==> src/rtl/ifb_pkg.sv <==
// Shared constants, entry type and width helpers for the instruction fetch buffer.
package ifb_pkg;

  localparam int IFB_ADDR_WIDTH  = 16;
  localparam int IFB_INSTR_WIDTH = 16;
  localparam int IFB_DEPTH       = 4;

  // One queued fetch: the instruction word and the address it was fetched from.
  typedef struct packed {
    logic [IFB_INSTR_WIDTH-1:0] instr;
    logic [IFB_ADDR_WIDTH-1:0]  pc;
  } ifb_entry_t;

  // Occupancy counter width: must represent 0..depth inclusive.
  function automatic int cnt_width(input int depth);
    return $clog2(depth + 1);
  endfunction

  function automatic int ptr_width(input int depth);
    return (depth > 1) ? $clog2(depth) : 1;
  endfunction

endpackage

==> src/rtl/ifb_fifo.sv <==
// Generic DEPTH-entry FIFO: wrapping pointers, separate occupancy counter, synchronous clear.
module ifb_fifo
  import ifb_pkg::*;
#(
  parameter int WIDTH = 32,
  parameter int DEPTH = IFB_DEPTH
) (
  input  logic                        clk,
  input  logic                        rst_n,
  input  logic                        clear,
  input  logic                        push,
  input  logic [WIDTH-1:0]            push_data,
  input  logic                        pop,
  output logic [WIDTH-1:0]            head_data,
  output logic [cnt_width(DEPTH)-1:0] count
);

  localparam int PW = ptr_width(DEPTH);
  localparam int CW = cnt_width(DEPTH);

  logic [WIDTH-1:0] mem [DEPTH];
  logic [PW-1:0]    wr_ptr;
  logic [PW-1:0]    rd_ptr;
  logic [CW-1:0]    r_count;

  // NOTE: sequential state uses non-blocking assignments so every register sees pre-edge values.
  always_ff @(posedge clk) begin
    if (!rst_n || clear) begin
      wr_ptr  <= '0;
      rd_ptr  <= '0;
      r_count <= '0;
    end else begin
      if (push) wr_ptr <= wr_ptr + PW'(1);
      if (pop)  rd_ptr <= rd_ptr + PW'(1);
      case ({push, pop})
        2'b10:   r_count <= r_count + CW'(1);
        2'b01:   r_count <= r_count - CW'(1);
        default: r_count <= r_count;
      endcase
    end
  end

  // NOTE: storage is reset so the head reads zero before the first push; clear leaves it untouched.
  always_ff @(posedge clk) begin
    if (!rst_n) begin
      for (int i = 0; i < DEPTH; i++) mem[i] <= '0;
    end else if (push && !clear) begin
      mem[wr_ptr] <= push_data;
    end
  end

  assign head_data = mem[rd_ptr];
  assign count     = r_count;

endmodule

==> src/rtl/ifetch_buffer.sv <==
// Fetch buffer between PC/IMEM and decode: tracks the in-flight read, stalls the PC, flushes on redirect.
// Define IFB_BYPASS_EN to forward an IMEM response straight to decode when the buffer is empty.
module ifetch_buffer
  import ifb_pkg::*;
#(
  parameter int ADDR_WIDTH  = IFB_ADDR_WIDTH,
  parameter int INSTR_WIDTH = IFB_INSTR_WIDTH,
  parameter int DEPTH       = IFB_DEPTH
) (
  input  logic                        i_sys_clk,
  input  logic                        i_sys_rstn,
  input  logic [ADDR_WIDTH-1:0]       i_pc,
  input  logic [INSTR_WIDTH-1:0]      i_imem_rdata,
  input  logic                        i_flush,
  output logic                        o_stall,
  output logic                        o_valid,
  input  logic                        i_ready,
  output logic [INSTR_WIDTH-1:0]      o_instr,
  output logic [ADDR_WIDTH-1:0]       o_instr_pc,
  output logic [cnt_width(DEPTH)-1:0] o_count
);

  localparam int CW = cnt_width(DEPTH);
  localparam int EW = INSTR_WIDTH + ADDR_WIDTH;
  localparam logic [CW:0]   STALL_LVL = (CW + 1)'(DEPTH);
  localparam logic [CW-1:0] FULL_CNT  = CW'(DEPTH);

  logic                  r_inflight;
  logic [ADDR_WIDTH-1:0] r_inflight_pc;
  logic                  issue;
  logic                  resp_push;
  logic                  fifo_push;
  logic                  fifo_pop;
  logic [EW-1:0]         head;
  logic [CW-1:0]         count;
  logic [CW:0]           pending;

  // Queued plus in-flight; a pop this cycle is deliberately not credited.
  assign pending   = {1'b0, count} + {{CW{1'b0}}, r_inflight};
  assign o_stall   = !i_flush && (pending >= STALL_LVL);
  assign issue     = !o_stall && !i_flush;
  assign resp_push = r_inflight && !i_flush;

  // NOTE: every always_comb output gets a default first so no path leaves a latch behind.
  always_comb begin
    fifo_push  = resp_push;
    o_valid    = (count != '0);
    o_instr    = head[EW-1:ADDR_WIDTH];
    o_instr_pc = head[ADDR_WIDTH-1:0];
`ifdef IFB_BYPASS_EN
    if ((count == '0) && resp_push) begin
      o_valid    = 1'b1;
      o_instr    = i_imem_rdata;
      o_instr_pc = r_inflight_pc;
      if (i_ready) fifo_push = 1'b0;
    end
`endif
    fifo_pop = (count != '0) && i_ready && !i_flush;
  end

  always_ff @(posedge i_sys_clk) begin
    if (!i_sys_rstn) begin
      r_inflight    <= 1'b0;
      r_inflight_pc <= '0;
    end else begin
      r_inflight    <= issue;
      r_inflight_pc <= i_pc;
    end
  end

  ifb_fifo #(
    .WIDTH (EW),
    .DEPTH (DEPTH)
  ) u_fifo (
    .clk       (i_sys_clk),
    .rst_n     (i_sys_rstn),
    .clear     (i_flush),
    .push      (fifo_push),
    .push_data ({i_imem_rdata, r_inflight_pc}),
    .pop       (fifo_pop),
    .head_data (head),
    .count     (count)
  );

  assign o_count = count;

  // The stall rule makes a net push into a full buffer impossible.
  a_no_push_on_full: assert property (
    @(posedge i_sys_clk) disable iff (!i_sys_rstn)
    !(fifo_push && !fifo_pop && (count == FULL_CNT))
  );

endmodule

==> config.mk <==
export PLATFORM = sky130hd
export DESIGN_NAME = ifetch_buffer
export DESIGN_NICKNAME = d
export VERILOG_FILES = /design/src/rtl/ifb_pkg.sv /design/src/rtl/ifb_fifo.sv /design/src/rtl/ifetch_buffer.sv
export SDC_FILE = /design/constraint.sdc
export NUM_CORES = 1
export LEC_CHECK = 0
export ABC_CLOCK_PERIOD_IN_PS = 3700
export CAP_MARGIN = 5
export CORE_ASPECT_RATIO = 1.1
export CORE_UTILIZATION = 45
export CTS_CLUSTER_SIZE = 12
export DETAILED_ROUTE_END_ITERATION = 8
export PLACE_DENSITY_LB_ADDON = 0.2
export REMOVE_ABC_BUFFERS = 1
export SYNTH_ARGS = -nofsm -noshare
export SYNTH_HDL_FRONTEND = slang
export SYNTH_SLANG_ARGS = --single-unit
==> constraint.sdc <==
create_clock -name i_sys_clk -period 3.7 [get_ports i_sys_clk]
set_input_delay 0.74 -clock i_sys_clk [delete_from_list [all_inputs] [get_ports i_sys_clk]]
set_output_delay 0.74 -clock i_sys_clk [all_outputs]
set_load 0.05 [all_outputs]
# After elaboration in Yosys (flattened, before gate mapping)
# Memories as Yosys holds them, arrays and structs flattened. A register that Yosys moved wholly into a read port is not among the register bits.
# Cells that the tools add are included.
# W data, S select, Z words.
# word_totals
ff_bits	24
ram_bits	128
output_inout_bits	37
wordCells	37
mem_count	1
# op_classes
n_addsub	5
order_cmp	1
eq_ne	2
mux	10
n_reduce_logical	13
# mem_list
memory	words	word_bits	rd	rd_ports_with_merged_regs	wr	line	text
u_fifo.mem	4	32	1	1	4	ifb_fifo.sv:21	logic [WIDTH-1:0] mem [DEPTH];
# ops
cell	count
$mux W32	1
$reduce_or A32 Y1	1
$logic_and A1 B1 Y1	6
$mux W2	3
$pmux W3 S2	1
$mux W1	5
$add A2 B1 Y2 const B	2
$add A3 B1 Y4	1
$ge A4 B3 Y1 const B	1
$add A3 B1 Y3 const B	1
$logic_not A1 Y1	3
$reduce_bool A3 Y1	1
$sub A3 B1 Y3 const B	1
$eq A2 B1 Y1 const B	1
$eq A2 B2 Y1 const B	1
$reduce_bool A2 Y1	1
$logic_or A1 B1 Y1	1

# Depth between registers and ports, before layout
# Gate-level depths: netlist of the first run.
# depth
word_depth	8
ltp_mapped	8

# Hierarchy
# Synthesis of the first run repeated with hierarchy kept, for this count alone.
# unflattened
hier_cells	432
hier_area_um2	6231.0
# modules_own_cells
module	instances	cells_each	area_per_inst_um2	seq_area_each_um2
ifb_fifo	1	392	5741.8	4023.9
ifetch_buffer	1	40	489.2	340.3

# Least setup slack after synthesis of the first run
# OpenSTA, ideal clock, no wires.
# synth_path
kind	input-to-reg
from	input port i_flush
to	memory u_fifo.mem[1][0], enable pin
setup_time_ns	0.466
t_arrival_ns	3.204
required_ns	3.234
setup_slack_ns	0.031
cell_stages	3
cell_sequence	inv_1 -> nand2_1 -> o21ai_0
# synth_rtl
element	line	text
from (decl)	ifetch_buffer.sv:14	input logic i_flush,
to (decl)	ifb_fifo.sv:21	

==> results.md, run 1 <==
* Utilization after layout at 57.9%
* Crit path buffers/inverters at 2
* Max clock buf depth at 2
* Layout cells sized above 1 at roughly 17%
* Post-synthesis sequential area ratio at ~68%
* Arr. time, crit path at about 2.5 ns
* GRT Overall Usage at 18.1%
* Setup WS post-layout at 0.422 ns
* Critical-path cell list: buf_12, mux4_2, clkdlybuf4s50_1
* Crit path time final at 3.28 ns
* Post-DP HPWL at between 6000 and 7000 um
* Core Rows at 45
* Initial Util at ~46%
* Initial antenna violation count at 0
* Vert. Die Dim at 127 um
* Class of the worst hold path: reg -> reg
* Worst Path Max Fanout at 25
* Switching power at 832 uW
* Largest family of logic cells by synthesized area: simple AND/OR/NAND/NOR gates
* Cell taking the most area after synthesis: edfxtp_1
* VDD IR max at 0.307 mV
* Status: finished clean
* Placed Instance Area at between 7000 and 8000 um^2
* Core ar. at 13900 um^2
* IO Port Bufs at 72
* Xor-xnor portion of the synthesized cell area at 0.822%
* CP peak stage delay at just over 0.7 ns
* Die width at 116 um
* Antenna cells at 0
* Simple-gate share of the synthesized area at approximately 16%
* Vias in the first global route at around 3500
* Via count at 3357
* Total CTS buffers at 17
* I/O pin count at 73
* Top post-synthesis cells by count: and2_1 (144), edfxtp_1 (128), mux4_2 (32)
* Overflow after GRT at 0
* Post-Synth Adder-Cell Area at 0.509%
* Number of synthesized flops with an enable pin at about 130
* Number of routed nets with antenna violations at 0
* GPL Wtd Cong at 0.730
* Synth area leaders: edfxtp_1 (60%), and2_1 (14%), mux4_2 (11%)
* First-pass GRT wire length at 18700 um
* Design Area, Final at 8020 um^2
* Routed wire length at 12200 um
* Nets at 516
* # hold bufs at CTS at 0
* Final Hold Fails at 0
* Post-synth cell types at 28
* Setup crit start kind: flip-flop
* Synthesized instance count at around 400
* Number of H-tree levels at 4
* Initial DRC count at 156
* Via/cell ratio at 4.94
* Post-CTS setup buffer count at 0
* Final setup vio count at 0
* Clock skew at 0.00712 ns
* Pwr/cell area at 500 nW/um^2
* Routed WL per cell at 17.9 um
* Die area at 14700 um^2
* Post-CTS sizing at 0
* Sequential Power Share at 49.0%
* Pint at around 3.2 mW
* Top-count cell post-synth: and2_1
* Worst path slowest cell: clkdlybuf4s50_1
* Root Buffer: clkbuf_16
* Mux cell area share after synthesis at 11.3%
* Fin. max-slew vios at 0
* CP Capture Type: output port
* Worst Max-Slew Pin Slew at 0.547 ns
* Post-place setup slack at approximately 0.81 ns
* Top_reg_cell synth: edfxtp_1
* Largest net degree at the start of global routing at 33
* Final Cycle Share at about nine tenths
* MaxCap Viol Count at 0
* CP delay by family, top: buffers and inverters
* Yosys top cell area share at 60.1%
* Crit path kind: reg -> out
* Clock share of power at 44.3%
* Critical path required time at 2.96 ns
* FFs w/ async S/R, synth at 0%
* F_max at 0.305 GHz
* Synth Area in Compound Gates at less than 1%
* Synth warn at 0
* Worst-Skew Late Latency at 0.41 ns
* Residual DRC count at 0
* Synthesized cell area at 6390 um^2
* Area Growth Syn to Fin at 25.4%
* Comb pwr share at roughly 6.7%
* Clock sinks at 154
* Worst-path clk slew at about 0.060 ns
* Syn Area/Cell at 16.1 um^2
* Post-Route Setup TNS at 0 ns
* Max_slew headroom at between 60% and 70%
* RSZ-0062 raised after global routing: false
* Sw frac at 20.8%
* Leakage at 2.88 nW
* CTS tree: done
* #FFs+latches synth at 154
* Drt pass-1 iters at 4
==> worst paths after layout <==
kind / start / to / slack [ns] / cells after the start
worst min-delay path: u_fifo.rd_ptr[1] / flip-flop / 0.55 / 2
worst min register to register: u_fifo.rd_ptr[1] / flip-flop / 0.55 / 2
worst max-delay path: flip-flop / o_instr_pc[11] / 0.42 / 3
worst max register to register: u_fifo.count[0] / u_fifo.count[2] / 1.69 / 8
==> power by group through the flow <==
stage	Sequential (mW)	Clock, mW	Combinational, mW
after floorplan	2.00	0	0.147
after global placement	2.00	0	0.273
after detailed placement	2.00	0	0.274
after CTS	1.96	1.80	0.275
after global routing	1.97	1.87	0.286
final	1.96	1.77	0.270
==> flip-flops by register name, indices dropped and copies added, names as in the netlist, named ones only <==
register and cells:
r_inflight_pc 16, u_fifo.wr_ptr 2, u_fifo.rd_ptr 2, u_fifo.mem 128
r_inflight 1, u_fifo.count 3
==> routing by layer <==
metal	vias up	part of all wire, %	track usage, %
met5	-	0	0
met4	0	1.3	7.24
met3	10	4.1	4.55
met2	65	53	31.8
met1	1682	42	21.0
li1	1600	-	-
==> cells in the final DEF (no fill, tap or decap), types with 5 or more instances in the layout <==
cell / netlist / final
and2_1: 144 / 144
edfxtp_1: 128 / 128
clkdlybuf4s50_1: 0 / 72
mux4_2: 32 / 32
dfxtp_1: 26 / 24
clkbuf_16: 0 / 17
nor2_1: 11 / 10
buf_4: 3 / 8
xor2_1: 5 / 5
clkinv_2: 0 / 5
==> worst reg2reg max path, delay by kind of cell (launching register included) <==
kind / cells / cell delay [ns]
flops: 1 / 0.43
buf+inv: 1 / 0.06
fa+ha+maj: 2 / 0.55
xor+xnor: 1 / 0.16
simple gates: 2 / 0.41
compound gates: 2 / 0.32
==> cells by family (layout without fill, tap and decap cells) <==
| family | after synthesis | after routing |
|---|---|---|
| compound gates | 8 | 8 |
| xor+xnor | 6 | 6 |
| fa+ha+maj | 2 | 2 |
| buf+inv | 25 | 120 |
| flops | 154 | 154 |
| mux | 32 | 32 |
| simple gates | 169 | 169 |
==> final cells by class <==
class	instances	area [um^2]
fill	1145	5830
sequential	154	4370
multi-input combinational	217	1930
timing repair buffer	84	861
clock buffer	19	433
tap	188	235
clock inverter	13	178
inverter	4	15.0
==> through the flow <==
stage	power, mW	hold WS [ns]	cells
2_1_floorplan	2.14	0.485	375
3_3_place_gp	2.27	0.519	647
3_5_place_dp	2.27	0.537	647
4_1_cts	4.04	0.551	679
5_1_grt	4.13	0.585	679
6_report	4.01	0.551	679
No activity file was read; power rests on OpenSTA's default activity.
==> run 2: changes to the inputs <==
RECOVER_POWER = 50   (was not set)
SKIP_LAST_GASP = 1   (was not set)
==> run 2 against run 1 <==
- the flow now finishes with violations (capacitance limit, slew limit)
- clock power hardly changed
- final cell count is the same
- combinational power about the same
- die area stayed put
- critical endpoint unchanged
- sequential power hardly changed
- largest power group unchanged
- critical path type unchanged
==> results.md, run 2 (same netlist as run 1, synthesis figures left out) <==
* Class of the worst hold path: reg -> reg
* Layout cells sized above 1 at 15.7%
* Crit path kind: reg -> out
* Die width at 116 um
* Number of H-tree levels at 4
* Final Cycle Share at 88.8%
* Core Rows at 45
* Fin. max-slew vios at 66
* Largest reg by FF count: u_fifo.mem
* I/O pin count at 73
* Largest net degree at the start of global routing at 33
* Status: complete, but fails checks
* Worst-path clk slew at approximately 0.060 ns
* Arr. time, crit path at around 2.6 ns
* Cells after DPL at roughly 650
* CP Capture Type: output port
* Via/cell ratio at 4.97
* Initial DRC count at 143
* Worst Path Max Fanout at 25
* Antenna cells at 0
* Area Growth Syn to Fin at 24.7%
* Worst path slowest cell: clkdlybuf4s50_1
* Reg2reg start: r_inflight
* Commonest non-fill, non-tap cells in the layout: edfxtp_1 (128), and2_1 (86), clkdlybuf4s50_1 (71), and2_0 (58), mux4_2 (32)
* Die area at 14700 um^2
* Initial antenna violation count at 0
* Critical path required time at 2.96 ns
* CP peak stage delay at ~0.7 ns
* Drt pass-1 iters at 4
* Max clock buf depth at 2
* WHS at 0.553 ns
* Max_slew headroom at -6.92%
* Fillers at 1153
* Leakage at 2.81 nW
* Crit path time final at 3.29 ns
* Vert. Die Dim at about 130 um
* Hold path start: u_fifo.rd_ptr[1]
* Nets at 516
* Post-DP HPWL at 7000 um
* GPL Wtd Cong at 0.730
* Vias in the first global route at 3526
* Max reg flops at 128
* F_max at 0.304 GHz
* Number of routed nets with antenna violations at 0
* Clock skew at 0.00680 ns
* Routed wire length at between 10000 and 15000 um
* VDD IR max at around 0.31 mV
* Post-CTS setup buffer count at 0
* MaxCap Viol Count at 2
* Post-CTS sizing at 0
* RSZ-0062 raised after global routing: false
* Root Buffer: clkbuf_16
* First-pass GRT wire length at between 15000 and 20000 um
* Setup crit start kind: flip-flop
* Worst-Skew Late Latency at 0.42 ns
* Worst Max-Slew Pin Slew at 1.60 ns
* Failing checks: capacitance limit, slew limit
* Clock sinks at 154
* Critical-path cell list: buf_12, mux4_2, clkdlybuf4s50_1
* Routed WL per cell at ~18 um
* CTS tree: done
* Core ar. at about 14000 um^2
* Final Hold Fails at 0
* Residual DRC count at 0
* Pwr/cell area at between 500 and 600 nW/um^2
* GRT Overall Usage at 18.1%
* Commonest non-fill, non-tap cell in the layout: edfxtp_1
* IO Port Bufs at 72
* Initial Util at 46.2%
* Final std cells w/o fill at between 600 and 700
* Post-Route Setup TNS at 0 ns
* Final setup vio count at 0
* Via count at ~3400
* # hold bufs at CTS at 0
* Total CTS buffers at 17
* Overflow after GRT at 0
run 2: changes by cell type in the layout (fill, tap and decap cells not counted), moves of 2 or more:
cell,previous run,this run
buf_4,8,3
and2_0,0,58
clkbuf_1,2,5
and2_1,144,86
clkbuf_2,0,2
run 2: final cells by class:
class,count,area [um^2],share of cell area (%)
clock buffer,19,433,5.43
multi-input combinational,217,1900,23.9
clock inverter,13,178,2.23
inverter,4,15.0,0.188
tap,188,235,2.95
timing repair buffer,84,845,10.6
sequential,154,4370,54.8
run 2: per-layer routing:
metal	GRT usage (%)	wire, um
met1	21.0	5050
met2	31.8	6430
met3	4.55	555
met4	7.24	170
met5	0	0
run 2: through the flow:
stage	setup slack, ns	area [um^2]	total power [mW]	util [%]
2_1_floorplan	0.0308	6270	2.14	-
3_3_place_gp	0.834	7410	2.27	53.5
3_5_place_dp	0.805	7410	2.27	53.5
4_1_cts	0.350	8020	4.04	57.9
5_1_grt	0.282	7970	4.12	57.6
6_report	0.415	7970	4.00	57.6
run 2: final timing paths:
path	slack [ns]	to	cells after the start
max	0.41	o_instr_pc[11]	3
min	0.55	flip-flop	2
max reg2reg	1.25	u_fifo.mem[2][21]	4
min reg2reg	0.55	flip-flop	2
run 2: where the power goes:
| group | internal, mW | switching [mW] | leakage, nW |
|---|---|---|---|
| clock network | 1.12 | 0.651 | 0.296 |
| registers | 1.94 | 0.0221 | 1.55 |
| logic | 0.109 | 0.158 | 0.961 |
run 2: worst max-delay path, delay by kind of cell (launching register included):
kind     cells  cell delay [ns]
flops        1             0.53
buf+inv      2             1.01
mux          1             0.56
==> run 3: changes to the inputs <==
CORE_UTILIZATION = 50   (was 45)
CTS_CLUSTER_DIAMETER = 150   (was not set)
==> run 3 against run 2 <==
- the run still ends with capacitance limit, slew limit left
- combinational power about the same
- worst hold slack worse by 0.018 ns
- final cell count fell by 4.7%
- maximum frequency up 3.1%
- sequential power hardly changed
- critical path depth stayed put
- power down 1.9%
- via count grew 1.2%
- critical endpoint is now o_instr_pc[12]
- largest cell class unchanged
- largest power group unchanged
==> results.md, run 3 (same netlist as run 1, synthesis figures left out) <==
* IO Port Bufs at 72
* Commonest non-fill, non-tap cell in the layout: edfxtp_1
* Arr. time, crit path at 2.45 ns
* Failing checks: capacitance limit, slew limit
* GPL Wtd Cong at approximately 0.67
* Comb pwr share at 6.8%
* Design Area, Final at 7920 um^2
* VDD IR max at roughly 0.26 mV
* Commonest non-fill, non-tap cells in the layout: edfxtp_1 (128), and2_1 (74), and2_0 (70), clkdlybuf4s50_1 (70), mux4_2 (32)
* Sequential Power Share at between 50% and 60%
* Residual DRC count at 0
* Met2 Wirelength at ~6500 um
* Drt pass-1 iters at 4
* RSZ-0062 raised after global routing: false
* Overflow after GRT at 0
* Post-DP HPWL at 6970 um
* Core ar. at between 10000 and 15000 um^2
* CTS tree: done
* Initial antenna violation count at 0
* Final setup vio count at 0
* Placed Instance Area at 7370 um^2
* MaxCap Viol Count at 2
* Clock sinks at 154
* CP Capture Type: output port
* First-pass GRT wire length at 19000 um
* Worst-path clk slew at 0.06 ns
* Layout cells sized above 1 at 15.8%
* Routed WL per cell at 18.8 um
* Post-CTS sizing at 0
* Worst-Skew Late Latency at 0.41 ns
* GRT Overall Usage at between 20% and 30%
* Die width at around 110 um
* Fin. max-slew vios at 66
* Vert. Die Dim at 121 um
* I/O pin count at 73
* Root Buffer: clkbuf_16
* Worst path slowest cell: clkdlybuf4s50_1
* Worst Max-Slew Pin Slew at 1.53 ns
* Worst Path Max Fanout at 21
* Status: complete, but fails checks
* Sw frac at 21.7%
* Post-CTS setup buffer count at 0
* Switching power at 854 uW
* Vias in the first global route at between 3000 and 4000
* Crit path buffers/inverters at 2
* Crit path kind: reg -> out
* Critical-path cell list: buf_4, mux4_2, clkdlybuf4s50_1
* Antenna cells at 0
* Critical path required time at 2.96 ns
* Area Growth Syn to Fin at 23.8%
* Post-Route Setup TNS at 0 ns
* Final Hold Fails at 0
* Pint at approximately 3 mW
* Via/cell ratio at approximately 5.3
* CP peak stage delay at 0.73 ns
* # hold bufs at CTS at 0
* Initial Util at 52.2%
* Largest reg by FF count: u_fifo.mem
* CP delay by family, top: buffers and inverters
* Clock skew at approximately 0.009 ns
* Total CTS buffers at 17
* Largest net degree at the start of global routing at 33
* Setup crit start kind: flip-flop
* Crit path depth at 3
* Met1 wire length at approximately 4900 um
* Via count at 3415
* Metal3 WL at 673 um
* Initial DRC count at 195
* Leakage at approximately 2.8 nW
* Nets at 518
* Die area at 13200 um^2
* Top sig layer: met4
* Number of H-tree levels at 4
* Cells after DPL at 615
* Final Cycle Share at between 80% and 90%
* Core Rows at 42
* Max reg flops at 128
* Max clock buf depth at 2
* Class of the worst hold path: reg -> reg
* F_max at 0.314 GHz
* Final std cells w/o fill at 647
* Routed wire length at roughly 12000 um
* Number of routed nets with antenna violations at 0
* Hold Path Stages at 2
* Pwr/cell area at 496 nW/um^2
* Reg2reg path depth at 4
* Clock share of power at 43.2%
* Crit path time final at 3.19 ns
* Max_slew headroom at -1.71%
run 3: cell types whose count changed in the layout (fill, tap and decap cells not counted), sizes merged:
cell,change
clkinv,-2
clkbuf,+4
inv,+5
dlygate4sd3,+1
clkdlybuf4s50,-1
bufinv,-4
buf,+1
clkinvlp,-2
run 3: worst min-delay path, delay by kind of cell (launching register included):
kind | cells | cell delay (ns)
xor+xnor | 1 | 0.08
flops | 1 | 0.34
simple gates | 1 | 0.07
run 3: power groups by stage:
stage               sequential (mW)  clock, mW  combinational (mW)
CTS                            1.96       1.72               0.277
finish                         1.96       1.69               0.269
floorplan                      2.00          0               0.147
global route                   1.97       1.80               0.285
detailed placement             2.00          0               0.276
global placement               2.00          0               0.273
run 3: metal layers:
layer	up-vias	GRT usage, %
met5	-	0
met4	0	7.92
met3	8	5.12
met2	104	34.6
met1	1704	24.5
li1	1599	-
run 3: area by class of cell:
class	instances	area, um^2
flip-flops and latches	154	4370
fillers	918	4330
multi-input cells	217	1900
repair buffers	86	842
clock buffers	22	528
well taps	154	193
clock inverters	10	73.8
inverters	4	15.0
run 3: worst paths after layout:
| path | start | to | slack, ns |
|---|---|---|---|
| max reg2reg | r_inflight | u_fifo.mem[2][25] | 1.26 |
| min reg2reg | u_fifo.rd_ptr[0] | u_fifo.rd_ptr[0] | 0.54 |
| max | flip-flop | o_instr_pc[12] | 0.51 |
| min | u_fifo.rd_ptr[0] | u_fifo.rd_ptr[0] | 0.54 |
run 3: per-stage QoR:
stage | setup slack, ns | util (%) | power (mW) | hold WS [ns]
floorplan | 0.0308 | - | 2.14 | 0.485
global route | 0.407 | 64.7 | 4.05 | 0.577
finish | 0.513 | 64.7 | 3.93 | 0.536
CTS | 0.458 | 65.1 | 3.96 | 0.538
detailed placement | 0.773 | 60.2 | 2.28 | 0.519
global placement | 0.848 | 60.2 | 2.27 | 0.505
